### config.mk
export PLATFORM = sky130hd
export DESIGN_NAME = hand_dealer
export DESIGN_NICKNAME = d
export VERILOG_FILES = /design/src/rtl/hand_dealer.sv
export SDC_FILE = /design/constraint.sdc
export NUM_CORES = 1
export LEC_CHECK = 0
export ABC_AREA = 1
export BUFFER_PORTS_ARGS = -buffer_cell sky130_fd_sc_hd__buf_2
export CAP_MARGIN = 20
export CORE_MARGIN = 10
export CORE_UTILIZATION = 47
export CTS_CLUSTER_DIAMETER = 200
export DETAILED_ROUTE_END_ITERATION = 12
export PLACE_DENSITY = 0.72
export SYNTH_ARGS = -nofsm -noshare
export SYNTH_HDL_FRONTEND = slang
export SYNTH_SLANG_ARGS = --single-unit
### constraint.sdc
create_clock -name clock -period 2.4 [get_ports clock]
set_clock_uncertainty 0.05 [all_clocks]
set_input_delay 0.12 -clock clock [delete_from_list [all_inputs] [get_ports clock]]
set_output_delay 0.12 -clock clock [all_outputs]
set_load 0.01 [all_outputs]
### src/rtl/hand_dealer.sv
// hand_dealer: deals counter-generated cards into alternating player/dealer slots and scores both hands
module hand_dealer #(
  parameter int unsigned CARD_MAX = 13,
  parameter int unsigned FACE_MIN = 10
) (
  input  logic        clock,
  input  logic        reset,
  input  logic        deal,
  input  logic        clear,
  output logic [3:0]  card_value,
  output logic [11:0] player_cards,
  output logic [11:0] dealer_cards,
  output logic [3:0]  player_score,
  output logic [3:0]  dealer_score,
  output logic [2:0]  next_slot,
  output logic        done
);
  typedef enum logic [2:0] {S_P1, S_D1, S_P2, S_D2, S_P3, S_D3, S_DONE} state_t;
  state_t state, stateNext;
  logic dealQ, load;
  logic [3:0] slots [6];
  function automatic logic [3:0] points(input logic [3:0] v);
    return v >= 4'(FACE_MIN) ? 4'd0 : v;
  endfunction
  function automatic logic [3:0] score(input logic [3:0] a, input logic [3:0] b, input logic [3:0] c);
    logic [4:0] s;
    s = 5'(points(a)) + 5'(points(b)) + 5'(points(c));
    s = s >= 5'd20 ? s - 5'd20 : s >= 5'd10 ? s - 5'd10 : s;
    return s[3:0];
  endfunction
  always_comb begin
    load = deal & ~dealQ & ~clear & (state != S_DONE);
    stateNext = clear ? S_P1 : load ? state_t'(state + 3'd1) : state;
  end
  always_ff @(posedge clock) begin
    if (reset) begin
      card_value <= 4'd1;
      dealQ <= 1'b0;
      state <= S_P1;
      slots <= '{default: 4'd0};
    end else begin
      card_value <= card_value == 4'(CARD_MAX) ? 4'd1 : card_value + 4'd1;
      dealQ <= deal;
      state <= stateNext;
      for (int i = 0; i < 6; i++)
        if (clear) slots[i] <= 4'd0;
        else if (load && state == state_t'(3'(i))) slots[i] <= card_value;
    end
  end
  // slot order follows the deal order P1,D1,P2,D2,P3,D3
  assign player_cards = {slots[4], slots[2], slots[0]};
  assign dealer_cards = {slots[5], slots[3], slots[1]};
  assign player_score = score(slots[0], slots[2], slots[4]);
  assign dealer_score = score(slots[1], slots[3], slots[5]);
  assign next_slot = state;
  assign done = state == S_DONE;
endmodule

==> flow_summary_export.csv <==
group,metric,value,unit
route,routed_wirelength,5813,µm
timing,relSlewSlack,78.13,%
power,seqPwrFrac,47.2,%
cts,numCtsBuffers,5,
power,vdd.ir_drop.worst,0.3917,mV
synth,postSynthCellCount,326,
cts,cts.clk_slew.worst_paths,0.07,ns
status,status,"finished, violations left",
setup_path,startpoint_type,"register",
timing,tightest_slew,0.3269,ns
synth,syn_nets,359,
power,p_switching,0.3016,mW
floorplan,dieArea,7978,µm²
setup_path,timing_worst_setup_path_type,"reg2out",
final_layout,fin_util,70.32,%
placement,dp_hpwl,4469,µm
final_layout,final_cell_mix,"75 x nand2_1, 47 x buf_4, 41 x nor2_1",
placement,placed_area,2942,µm²
cts,cts-htree-levels,2,
timing,worst_slack,-0.7028,ns
grt,track_usage,15.16,%
setup_path,path_cells,"o21a_1, nor2_2, fa_2, ha_4, fa_2, inv_4, ha_4, inv_2, nor2_2, o21ai_2, nand3_2, nand2_1, nand2_1, nand2_2, buf_6",
setup_path,cp_max_fo,4,
route,drcViolationCount,0,
power,power_density,351.9,nW/µm²
synth,syn_area_per_cell,6.928,µm²
power,comb_power_share,13.3,%
timing,rsz0062_at_grt,"yes",
final_layout,finish.instance_area,3299,µm²
timing,fmax,0.3223,GHz
floorplan,die_x,89.32,µm
timing,period_share,129.3,%
final_layout,fin_nets,455,
grt,grt_overflow_total,0,
setup_path,crit_slowest_cell,"fa_2",
synth,synth_area,2258,µm²
route,ant_nets,0,
grt,grt_pass1_vias,2288,
floorplan,fp.dieH,89.32,µm
synth,ys_seq_area_share,28.37,%
floorplan,num_io_pins,44,
floorplan,core_area,4692,µm²
final_layout,antennaDiodeCount,0,
final_layout,area_growth,46.09,%
route,via_count,2287,
timing,hold_viol,0,
cts,clock_latency,0.28,ns
cts,cts_num_sinks,32,
placement,port_buffers,43,
cts,cts.path.max_buffers,2,
power,p_sw_share,25.98,%
setup_path,path_buf_inv,3,
route,drt_iter0_markers,48,
route,wl_per_cell,12.19,µm
setup_path,arrival,2.93,ns
synth,ys_types,18,
route,drt-pass1-iter-count,4,
setup_path,cp_slowest_stage_delay,0.61,ns
setup_path,endpoint_kind,"output pin",
setup_path,cp.required,2.23,ns
grt,grt_pass1_wl,9763,µm
min_path,hold_path_class,"in2reg",
setup_path,r2r_slack,0.73,ns
synth,synth_seq_cells,32,
final_layout,layout_commonest_cell,"nand2_1",
floorplan,rows,25,
cts,cts_root_buf,"clkbuf_8",
route,avgViaCountPerCell,4.795,
power,clock_power_share,39.5,%
cts,cts_tree,"done",
timing,maxSlewViolCount,0,
floorplan,initial_core_util,48.13,%
power,leakagePower,1.610,nW
grt,antenna_found_initial,0,
setup_path,path_delay_family,"adder cells",
timing,setup_viol,6,
grt,grt_max_degree,28,
timing,min_period,3.103,ns
placement,gp_congestion,0.8873,
power,cell_internal_pwr,0.8595,mW
final_layout,drive_above_1_share,43.03,%
run,cap_violations,0,
synth,yosysWarnings,0,
status,failed_checks,"negative setup slack",
==> worst paths after layout <==
path         cells after the start                            to                           from
max reg2reg                      8  dealer_cards[3]$_SDFFE_PP0P_      next_slot[0]$_SDFFE_PP0P_
max                             15               player_score[2]  player_cards[11]$_SDFFE_PP0P_
min                              3              dealQ$_SDFF_PP0_                           deal
min reg2reg                      2  player_cards[2]$_SDFFE_PP0P_   player_cards[2]$_SDFFE_PP0P_
==> Yosys cell counts <==
cell	count	area, µm²
nand2_1	82	307.8
a31o_2	1	8.760
dfxtp_1	32	640.6
a21oi_1	15	75.07
xnor2_1	1	8.760
nor3_4	5	81.33
inv_1	51	191.4
or2_2	1	6.260
fa_1	10	200.2
o21ai_0	12	60.06
buf_2	2	10.01
nor3_1	1	5.000
nand3_1	28	140.1
ha_1	19	237.7
o21a_1	6	45.04
nand2_4	1	11.26
nor2_4	1	11.26
nor2_1	58	217.7
==> metrics by stage <==
stage	power [mW]	TNS (ns)	setup WS [ns]	instances	hold slack [ns]
6_report	1.161	-4.134	-0.7028	477	0.02783
5_1_grt	1.207	-4.994	-0.8682	477	0.07333
4_1_cts	1.169	-3.746	-0.6408	474	0.02451
3_3_place_gp	0.6986	-1.734	-0.3084	458	0.2677
2_1_floorplan	0.6531	-0.8903	-0.1947	326	0.1424
3_5_place_dp	0.7011	-2.137	-0.3723	458	0.2685
==> power by group through the flow <==
stage / Combinational (mW) / Sequential (mW) / Clock, mW
2_1_floorplan: 0.0851 / 0.568 / 0
3_3_place_gp: 0.135 / 0.564 / 0
3_5_place_dp: 0.136 / 0.565 / 0
4_1_cts: 0.148 / 0.553 / 0.468
5_1_grt: 0.173 / 0.549 / 0.485
6_report: 0.155 / 0.548 / 0.459
==> metal layers <==
layer / GRT usage (%) / up-vias / part of all wire, %
met1: 16.86 / 1022 / 43
met4: 3.902 / 0 / 1.1
met3: 3.373 / 7 / 4.8
li1: - / 1214 / -
met2: 28.18 / 44 / 51
met5: 0 / - / 0
==> final cells by class <==
type                            count  area, µm²
Tap cell                           54      67.56
Sequential cell                    32      685.7
Multi-Input combinational cell    241       1634
Inverter                           51      196.4
Clock buffer                        8      100.1
Fill cell                         373       1393
Timing Repair Buffer               91      615.6
==> timing repair <==
item / 4_1_cts / 5_1_grt
gates resized for setup: 24 / 21
setup buffers: 7 / 3
endpoints found under the hold margin: 1 / 0
pin swaps: 25 / 17
endpoints found under the setup margin: 6 / 6
hold buffers: 1 / 0
==> registers in the layout, summed over array words and instances, names as in the netlist <==
| signal | count |
|---|---|
| card_value | 4 |
| player_cards | 12 |
| dealQ | 1 |
| dealer_cards | 12 |
| next_slot | 3 |
==> cell families (layout without fill, tap and decap cells) <==
logic type / Yosys count / in the layout / share of synthesized area, %
simple gates: 177 / 177 / 34.57
buf+inv: 53 / 150 / 8.920
compound gates: 34 / 34 / 8.366
flops: 32 / 32 / 28.37
fa+ha+maj: 29 / 29 / 19.39
xor+xnor: 1 / 1 / 0.3879
==> worst min-delay path: cells and delay by family <==
kind	cells	cell delay [ns]
and+or+nand+nor	1	0.08
buffers and inverters	2	0.13
No activity file was read; power rests on OpenSTA's default activity.
